--- config.mk ---
export PLATFORM = sky130hd
export DESIGN_NAME = rvfi_channel_buffer
export DESIGN_NICKNAME = d
export VERILOG_FILES = /design/src/rtl/rvfi_channel_buffer.sv
export SDC_FILE = /design/constraint.sdc
export NUM_CORES = 2
export LEC_CHECK = 0
export BUFFER_PORTS_ARGS = -buffer_cell sky130_fd_sc_hd__buf_2
export CAP_MARGIN = 20
export CORE_MARGIN = 10
export CORE_UTILIZATION = 39
export CTS_BUF_LIST = sky130_fd_sc_hd__clkbuf_4
export DETAILED_ROUTE_END_ITERATION = 10
export GPL_ROUTABILITY_DRIVEN = 0
export SYNTH_ARGS = -nofsm -noshare
export SYNTH_HDL_FRONTEND = slang
export SYNTH_SLANG_ARGS = --single-unit
--- constraint.sdc ---
create_clock -name clock -period 45.7 [get_ports clock]
set_input_delay 4.57 -clock clock [delete_from_list [all_inputs] [get_ports clock]]
set_output_delay 4.57 -clock clock [all_outputs]
set_load 0.01 [all_outputs]
--- src/rtl/rvfi_channel_buffer.sv ---
// rvfi_channel_buffer
//
// Serializes up to NRET RVFI retirements per cycle into a single-channel
// valid/ready stream. Valid channels of one cycle are compacted (ascending
// channel index, gaps removed) into a DEPTH-entry FIFO and replayed one per
// cycle. A burst that does not fit is dropped whole and flags `overflow`;
// popped `order` values that are not consecutive flag `order_err`.
//
// Ports:
//   clock, reset                : rising-edge clock, async active-high reset
//   rvfi_*                      : packed NRET-channel RVFI bus, channel c of a
//                                 W-bit field at [c*W +: W]
//   out_valid / out_ready       : single-channel handshake for the head entry
//   out_*                       : head entry fields (all zero when !out_valid)
//   level                       : current FIFO occupancy
//   overflow                    : sticky, a burst was dropped
//   order_err                   : sticky, popped order was not previous+1
module rvfi_channel_buffer #(
    parameter int NRET  = 1,
    parameter int XLEN  = 32,
    parameter int ILEN  = 32,
    parameter int DEPTH = 8
) (
    input  logic                       clock,
    input  logic                       reset,
    input  logic [NRET-1:0]            rvfi_valid,
    input  logic [NRET-1:0]            rvfi_trap,
    input  logic [NRET-1:0]            rvfi_halt,
    input  logic [NRET-1:0]            rvfi_intr,
    input  logic [64*NRET-1:0]         rvfi_order,
    input  logic [ILEN*NRET-1:0]       rvfi_insn,
    input  logic [2*NRET-1:0]          rvfi_mode,
    input  logic [2*NRET-1:0]          rvfi_ixl,
    input  logic [5*NRET-1:0]          rvfi_rs1_addr,
    input  logic [5*NRET-1:0]          rvfi_rs2_addr,
    input  logic [5*NRET-1:0]          rvfi_rd_addr,
    input  logic [XLEN*NRET-1:0]       rvfi_rs1_rdata,
    input  logic [XLEN*NRET-1:0]       rvfi_rs2_rdata,
    input  logic [XLEN*NRET-1:0]       rvfi_rd_wdata,
    input  logic [XLEN*NRET-1:0]       rvfi_pc_rdata,
    input  logic [XLEN*NRET-1:0]       rvfi_pc_wdata,
    input  logic [XLEN*NRET-1:0]       rvfi_mem_addr,
    input  logic [XLEN*NRET-1:0]       rvfi_mem_rdata,
    input  logic [XLEN*NRET-1:0]       rvfi_mem_wdata,
    input  logic [(XLEN/8)*NRET-1:0]   rvfi_mem_rmask,
    input  logic [(XLEN/8)*NRET-1:0]   rvfi_mem_wmask,
    output logic                       out_valid,
    input  logic                       out_ready,
    output logic                       out_trap,
    output logic                       out_halt,
    output logic                       out_intr,
    output logic [63:0]                out_order,
    output logic [ILEN-1:0]            out_insn,
    output logic [1:0]                 out_mode,
    output logic [1:0]                 out_ixl,
    output logic [4:0]                 out_rs1_addr,
    output logic [4:0]                 out_rs2_addr,
    output logic [4:0]                 out_rd_addr,
    output logic [XLEN-1:0]            out_rs1_rdata,
    output logic [XLEN-1:0]            out_rs2_rdata,
    output logic [XLEN-1:0]            out_rd_wdata,
    output logic [XLEN-1:0]            out_pc_rdata,
    output logic [XLEN-1:0]            out_pc_wdata,
    output logic [XLEN-1:0]            out_mem_addr,
    output logic [XLEN-1:0]            out_mem_rdata,
    output logic [XLEN-1:0]            out_mem_wdata,
    output logic [XLEN/8-1:0]          out_mem_rmask,
    output logic [XLEN/8-1:0]          out_mem_wmask,
    output logic [$clog2(DEPTH+1)-1:0] level,
    output logic                       overflow,
    output logic                       order_err
);

    localparam int MW = XLEN / 8;
    // A 1-entry FIFO still needs a 1-bit pointer; wrapping modulo 2 instead
    // of 1 is harmless because occupancy, not pointers, decides full/empty.
    localparam int AW = (DEPTH > 1) ? $clog2(DEPTH) : 1;
    localparam int LW = $clog2(DEPTH + 1);
    localparam int EW = 3 + 64 + ILEN + 4 + 15 + 8 * XLEN + 2 * MW;
    localparam logic [LW-1:0] DEPTH_L = LW'(DEPTH);

    logic [EW-1:0] mem [0:(1<<AW)-1];

    logic [AW-1:0] wptr;
    logic [AW-1:0] rptr;
    logic [63:0]   last_order;
    logic          order_seen;

    logic [EW-1:0] in_entry [NRET];
    logic [AW-1:0] slot     [NRET];
    logic [LW-1:0] k;
    logic [LW-1:0] free;
    logic          push;
    logic          pop;
    logic [EW-1:0] head;

    // Each valid channel lands at wptr + (number of valid channels below it),
    // which compacts the burst without gaps.
    // NOTE: every variable assigned here gets a value before any condition,
    // so the block stays purely combinational and no latch is inferred.
    always_comb begin
        k = '0;
        for (int c = 0; c < NRET; c++) begin
            in_entry[c] = {rvfi_trap[c], rvfi_halt[c], rvfi_intr[c],
                           rvfi_order[c*64 +: 64], rvfi_insn[c*ILEN +: ILEN],
                           rvfi_mode[c*2 +: 2], rvfi_ixl[c*2 +: 2],
                           rvfi_rs1_addr[c*5 +: 5], rvfi_rs2_addr[c*5 +: 5],
                           rvfi_rd_addr[c*5 +: 5],
                           rvfi_rs1_rdata[c*XLEN +: XLEN], rvfi_rs2_rdata[c*XLEN +: XLEN],
                           rvfi_rd_wdata[c*XLEN +: XLEN], rvfi_pc_rdata[c*XLEN +: XLEN],
                           rvfi_pc_wdata[c*XLEN +: XLEN], rvfi_mem_addr[c*XLEN +: XLEN],
                           rvfi_mem_rdata[c*XLEN +: XLEN], rvfi_mem_wdata[c*XLEN +: XLEN],
                           rvfi_mem_rmask[c*MW +: MW], rvfi_mem_wmask[c*MW +: MW]};
            slot[c] = wptr + AW'(k);
            if (rvfi_valid[c]) begin
                k = k + LW'(1);
            end
        end
    end

    // Space test uses the occupancy before this cycle's pop, so a pop never
    // makes room for a same-cycle burst.
    assign free      = DEPTH_L - level;
    assign push      = (k != '0) && (k <= free);
    assign out_valid = (level != '0);
    assign pop       = out_valid && out_ready;

    // NOTE: storage is deliberately left out of reset; stale contents are
    // unreachable because occupancy is cleared and the outputs are masked.
    always_ff @(posedge clock) begin
        if (push) begin
            for (int c = 0; c < NRET; c++) begin
                if (rvfi_valid[c]) begin
                    mem[slot[c]] <= in_entry[c];
                end
            end
        end
    end

    // NOTE: all state here uses non-blocking assignments so every register
    // samples pre-edge values regardless of statement order.
    always_ff @(posedge clock or posedge reset) begin
        if (reset) begin
            wptr       <= '0;
            rptr       <= '0;
            level      <= '0;
            overflow   <= 1'b0;
            order_err  <= 1'b0;
            last_order <= '0;
            order_seen <= 1'b0;
        end else begin
            if (push) begin
                wptr <= wptr + AW'(k);
            end else if (k != '0) begin
                overflow <= 1'b1;
            end
            if (pop) begin
                rptr       <= rptr + AW'(1);
                last_order <= out_order;
                order_seen <= 1'b1;
                if (order_seen && (out_order != last_order + 64'd1)) begin
                    order_err <= 1'b1;
                end
            end
            level <= level + (push ? k : '0) - LW'(pop);
        end
    end

    assign head = out_valid ? mem[rptr] : '0;

    assign {out_trap, out_halt, out_intr, out_order, out_insn, out_mode, out_ixl,
            out_rs1_addr, out_rs2_addr, out_rd_addr,
            out_rs1_rdata, out_rs2_rdata, out_rd_wdata, out_pc_rdata, out_pc_wdata,
            out_mem_addr, out_mem_rdata, out_mem_wdata,
            out_mem_rmask, out_mem_wmask} = head;

endmodule

-- Word-level counts from Yosys, hierarchy flattened
Memory sizes are Yosys's and may differ from the RTL's.
Index checks and enable logic that the tools add are counted.
- add/sub/neg operators: 6
- $lt $le $gt $ge: 1
- eq/ne operators: 1
- muxes and demuxes: 6
- bitwise gates (word level): 1
- reduce and logical (&&, ||, !) cells: 7
- operators by type and width (operator ; number):
    382-bit 2-to-1 mux ; 1
    64-bit by 1-bit adder with 64-bit output (second input constant) ; 1
    64-bit != test ; 1
    4-bit nonzero test ; 2
    4-bit adder ; 1
    4-bit less-or-equal comparator ; 1
    1-bit 2-to-1 mux ; 4
    4-bit 2-to-1 mux ; 1
    2-bit AND reduction ; 2
    4-bit by 1-bit subtractor with 4-bit output ; 1
    4-bit subtractor (first input constant) ; 1
    3-bit by 1-bit adder with 3-bit output (second input constant) ; 1
    3-bit adder ; 1
    1-bit logical AND ; 3
    1-bit inverter ; 1
- register bits: 77
- memory bits (writable): 3056
- input bits: 386
- word-level logic and storage cells: 30
- memories: 1
- memories (memory ; depth ; bits a word ; read ports ; clocked after Yosys merged registers in ; wr ports ; RTL line ; text):
    mem ; 8 ; 382 ; 1 ; 0 ; 1 ; 82 ; logic [EW-1:0] mem [0:(1<<AW)-1];

-- Depth between registers and ports, before layout
- word-level depth: 6
- mapped depth: 15
- mapped depth without buffers: 13

-- Worst setup path after synthesis
Ideal clock, no wire load.
- path kind: input-to-reg
- start: in rvfi_valid
- end: mem mem[2][0] in the netlist's numbering, enable pin
- library setup time: 2.191 ns
- data arrival time: 43.807 ns
- required time: 43.509 ns
- setup slack: -0.298 ns
- stages on the path: 6
- path buffers: 0
- cells stage by stage: inv_1 ha_1 nor3_1 nand3_1 nand2_1 nor4b_1
- word-level cells in the longest chain between the ends: 5
- elaborated cells on any way between the ends: 7
- those cells by class: order compare (1); mux (4); reduce/logical (2)
- ends and longest elaborated chain (element ; RTL line ; text):
    start, declared ; 26 ; input logic [NRET-1:0] rvfi_valid,
    1-bit 2-to-1 mux ; 115, 133 ;
    4-bit less-or-equal comparator / 4-bit nonzero test (equally long branches) ; 124 ; assign push = (k != '0) && (k <= free);
    1-bit logical AND ; 124 ;
    1-bit 2-to-1 mux * ; 131 ; if (push) begin
    1-bit 2-to-1 mux (not written as such) * ; 134 ; mem[slot[c]] <= in_entry[c];
    end, declared ; 82 ;
Mark *: on every way between the ends. The rest lies on a longest branch, timed or not.

-- Worst setup path after layout
- start: reg rptr[1]
- end: out out_rd_wdata[4]
- word-level cells in the longest chain between the ends: 2
- ends and longest elaborated chain (element ; RTL line ; text):
    start, declared ; 85 ; logic [AW-1:0] rptr;
    start signal, assigned ; 158 ; rptr <= rptr + AW'(1);
    memory read 8 x 382 bit ; n/a ;
    382-bit 2-to-1 mux ; 169 ; assign head = out_valid ? mem[rptr] : '0;
    end, declared ; 61 ; output logic [XLEN-1:0] out_rd_wdata,
No other way between the ends.

==> run_summary.xml <==
<?xml version="1.0" encoding="UTF-8"?>
<metrics>
  <group name="status">
    <metric name="outcome" unit="">complete, no violations</metric>
  </group>
  <group name="routing">
    <metric name="dr.pass1.iters" unit="">5</metric>
    <metric name="route.detailed.drc" unit="">0</metric>
    <metric name="per_cell_routed_wire_length" unit="um">25.65</metric>
    <metric name="drt_iter0_markers" unit="">4860</metric>
    <metric name="routed_via_density" unit="">5.268</metric>
    <metric name="routed_wirelength" unit="mm">298.6</metric>
    <metric name="antenna_left" unit="">0</metric>
    <metric name="via_count" unit="">61320</metric>
  </group>
  <group name="critical_path">
    <metric name="worstPathCellList" unit="">buf_4, buf_4, buf_4, buf_4, buf_4, buf_4, mux4_2, mux2i_1, nor2_1, buf_2</metric>
    <metric name="cp.buffers_inverters" unit="">7</metric>
    <metric name="crit_path_max_fanout" unit="">57</metric>
    <metric name="cpPeakStageDelay" unit="ps">1010</metric>
    <metric name="worstReg2RegStart" unit="">level[1]$_DFF_PP0_</metric>
    <metric name="crit_family" unit="">buffers and inverters</metric>
    <metric name="cpMostUsedCell" unit="">sky130_fd_sc_hd__buf_4</metric>
    <metric name="timing_worst_setup_path_type" unit="">reg -&gt; out</metric>
    <metric name="start_kind" unit="">flop</metric>
    <metric name="critPathLaunch" unit="">rptr[1]$_DFFE_PP0P_</metric>
    <metric name="worst_setup_path_end_kind" unit="">output pin</metric>
    <metric name="r2r_setup_slack" unit="ps">39530</metric>
    <metric name="crit_path_top_delay_cell" unit="">sky130_fd_sc_hd__dfrtp_4</metric>
    <metric name="critPathRequiredTime" unit="ps">41130</metric>
    <metric name="critPathArrivalTime" unit="ps">8500</metric>
  </group>
  <group name="logic_synthesis">
    <metric name="synthesis.yosys.warnings" unit="">0</metric>
    <metric name="synth.distinct_cells" unit="">64</metric>
    <metric name="synth-edff-count" unit="">3056</metric>
    <metric name="synth.cell_area" unit="mm^2">0.1208</metric>
    <metric name="syn-instance-count" unit="">5504</metric>
    <metric name="synth-seq-area-share" unit="">0.7759</metric>
    <metric name="syn-mean-instance-area" unit="um^2">21.94</metric>
    <metric name="yosysTopAreaCell" unit="">sky130_fd_sc_hd__edfxtp_1</metric>
    <metric name="top_area_cell_type_share_of_the_netlist_area" unit="">0.7599</metric>
    <metric name="yosys_most_used_dff" unit="">sky130_fd_sc_hd__edfxtp_1</metric>
    <metric name="ys_async_sr_fraction" unit="">0.02458</metric>
    <metric name="synth_nets" unit="">5903</metric>
    <metric name="yosys-top-cells-area" unit="">sky130_fd_sc_hd__edfxtp_1 (76%), sky130_fd_sc_hd__mux4_2 (13%), sky130_fd_sc_hd__mux2i_1 (3.8%)</metric>
    <metric name="flip_flop_and_latch_count_after_synthesis" unit="">3133</metric>
  </group>
  <group name="clock_network">
    <metric name="tritoncts" unit="">done</metric>
    <metric name="clkTransAtPathRegs" unit="ps">60</metric>
    <metric name="post_cts_setup_buffer_count" unit="">0</metric>
    <metric name="cts_repair_resize_count" unit="">0</metric>
    <metric name="cts-buffers-inserted" unit="">785</metric>
    <metric name="insertion_delay" unit="ps">1540</metric>
    <metric name="h-tree-depth" unit="">6</metric>
    <metric name="cts.sinks" unit="">3133</metric>
    <metric name="clock_tree.buffer_depth" unit="">4</metric>
    <metric name="cts_root_buffer" unit="">sky130_fd_sc_hd__clkbuf_4</metric>
    <metric name="holdBufCountCts" unit="">0</metric>
  </group>
  <group name="sta">
    <metric name="grt_setup_unrepaired" unit="">false</metric>
    <metric name="report.final.slew_viol_count" unit="">0</metric>
    <metric name="worst_pin_slew" unit="ps">1131</metric>
    <metric name="max_freq" unit="MHz">76.49</metric>
    <metric name="slew_headroom" unit="">0.2460</metric>
    <metric name="hold_violations" unit="">0</metric>
    <metric name="min_period" unit="ps">13070</metric>
    <metric name="final_period_util" unit="">0.2861</metric>
    <metric name="fin_tns_setup" unit="ps">0</metric>
    <metric name="skew" unit="ps">80.33</metric>
    <metric name="setup-violations-final" unit="">0</metric>
  </group>
  <group name="finish">
    <metric name="area.growth.synth_to_final" unit="%">15.48</metric>
    <metric name="fillCellCount" unit="">26550</metric>
    <metric name="multi_input_area" unit="mm^2">0.02569</metric>
    <metric name="utilization" unit="">0.4519</metric>
    <metric name="final_layout_size_suffix_gt1_frac" unit="">0.3779</metric>
    <metric name="final-seq-area" unit="mm^2">0.09371</metric>
    <metric name="design.final.nets" unit="">7294</metric>
  </group>
  <group name="floorplanning">
    <metric name="initial_utilization" unit="">0.3913</metric>
    <metric name="total_i_o_pin_count" unit="">775</metric>
    <metric name="die_area" unit="mm^2">0.3323</metric>
    <metric name="die_y" unit="um">576.4</metric>
    <metric name="floorplan.core_area" unit="mm^2">0.3086</metric>
    <metric name="dieWidth" unit="um">576.4</metric>
    <metric name="fp-row-count" unit="">204</metric>
  </group>
  <group name="global_routing">
    <metric name="grt_pass1_wl" unit="mm">439.0</metric>
    <metric name="first_global_vias" unit="">65010</metric>
    <metric name="grt_antenna_before_repair" unit="">158</metric>
    <metric name="grt_max_degree" unit="">153</metric>
    <metric name="gr-total-overflow" unit="">0</metric>
    <metric name="grt.total_usage" unit="">0.1747</metric>
  </group>
  <group name="power">
    <metric name="vdd.ir_drop.worst" unit="mV">0.05444</metric>
    <metric name="power-per-cell-area" unit="mW/mm^2">66.34</metric>
    <metric name="power.leakage" unit="uW">0.04765</metric>
    <metric name="report.power.total" unit="uW">9251</metric>
  </group>
  <group name="worst_hold_path">
    <metric name="min-delay-start" unit="">overflow$_DFFE_PP0P_</metric>
    <metric name="min_path_type" unit="">reg -&gt; reg</metric>
  </group>
  <group name="placement">
    <metric name="hpwlAfterDp" unit="mm">174.5</metric>
    <metric name="numPortBuffers" unit="">774</metric>
  </group>
  <group name="flow_run">
    <metric name="cap_violations" unit="">0</metric>
  </group>
</metrics>
stage by stage:
| stage | area (um^2) | worst slack (ps) | hold WS (ps) | instances |
|---|---|---|---|---|
| after CTS | 139300 | 32300 | 481.6 | 11580 |
| after global placement | 129600 | 34080 | 453.0 | 10230 |
| after detailed placement | 129600 | 34060 | 460.6 | 10230 |
| final | 139400 | 32630 | 479.2 | 11640 |
| after global routing | 139300 | 32130 | 501.5 | 11590 |
| after floorplan | 120800 | 2654 | 435.0 | 5504 |
cells in the final DEF (no fill, tap or decap), drive strengths merged, types with 9 or more instances in the layout:
cell type and count:
and3 33, xnor2 68, buf 887, nor3 15, edfxtp 3056, ha 12
nand2 63, clkbuf 1112, mux4 702, a21oi 12, nand3 50, a22oi 63
nand4 27, nor4 13, nor2 361, inv 69, clkinv 194, clkinvlp 9
xor2 28, o21ai 23, mux2i 463, a22o 41, diode 57, mux2 14
dfrtp 77
power by group:
group	switching (uW)	leakage, uW	internal (uW)
clock	1130	0.00576	1150
combinational	1930	0.0132	1290
sequential	143	0.0287	3610
total	3200	0.0476	6050
Yosys cell counts, types with 14 or more instances:
cell type	number
sky130_fd_sc_hd__xor2_1	27
sky130_fd_sc_hd__clkbuf_1	104
sky130_fd_sc_hd__nor3_1	15
sky130_fd_sc_hd__a22o_1	41
sky130_fd_sc_hd__xnor2_1	67
sky130_fd_sc_hd__nand4_1	27
sky130_fd_sc_hd__mux2_2	14
sky130_fd_sc_hd__inv_1	33
sky130_fd_sc_hd__nor2_1	361
sky130_fd_sc_hd__nand2_1	63
sky130_fd_sc_hd__a22oi_1	62
sky130_fd_sc_hd__o21ai_0	23
sky130_fd_sc_hd__mux4_2	695
sky130_fd_sc_hd__nand3_1	50
sky130_fd_sc_hd__buf_4	22
sky130_fd_sc_hd__mux2i_1	463
sky130_fd_sc_hd__and3_1	33
sky130_fd_sc_hd__buf_1	67
sky130_fd_sc_hd__dfrtp_1	77
sky130_fd_sc_hd__buf_2	85
sky130_fd_sc_hd__edfxtp_1	3056
state kept, by name, indices dropped and copies added, names as in the netlist:
name,count
mem,3056
last_order,64
level,4
rptr,3
wptr,3
order_err,1
order_seen,1
overflow,1
worst paths after layout:
check	end	depth (start not counted)
min in group asynchronous	last_order[14]$_DFFE_PP0P_	2
min	overflow$_DFFE_PP0P_	1
min reg2reg	overflow$_DFFE_PP0P_	1
max reg2reg	mem[5][135]$_DFFE_PP_	13
max	out_rd_wdata[4]	10
max in group asynchronous	rptr[1]$_DFFE_PP0P_	3
cell type report:
class / instances / area share
Multi-Input combinational cell: 2054 / 0.1843
Clock buffer: 1112 / 0.05987
Antenna cell: 57 / 0.001023
Timing Repair Buffer: 887 / 0.03517
Tap cell: 4120 / 0.03697
Sequential cell: 3133 / 0.6720
Inverter: 34 / 0.0009242
Clock inverter: 242 / 0.009816
kinds of logic after synthesis:
group / after synthesis / synth area share
buffers and inverters: 317 / 0.01187
AOI/OAI and AO/OA: 170 / 0.01045
muxes: 1179 / 0.1708
xor gates and xnor gates: 100 / 0.007844
and+or+nand+nor: 592 / 0.02169
adders and majority gates: 13 / 0.001409
DFF: 3133 / 0.7759
layer usage:
metal	track usage	share of wire	vias to the layer above
met5	0	0.0025	-
met2	0.2876	0.49	2341
li1	-	-	26210
met1	0.2230	0.40	32000
met4	0.05202	0.027	110
met3	0.05452	0.082	662
Note: power is estimated with default switching activity, not from simulation.
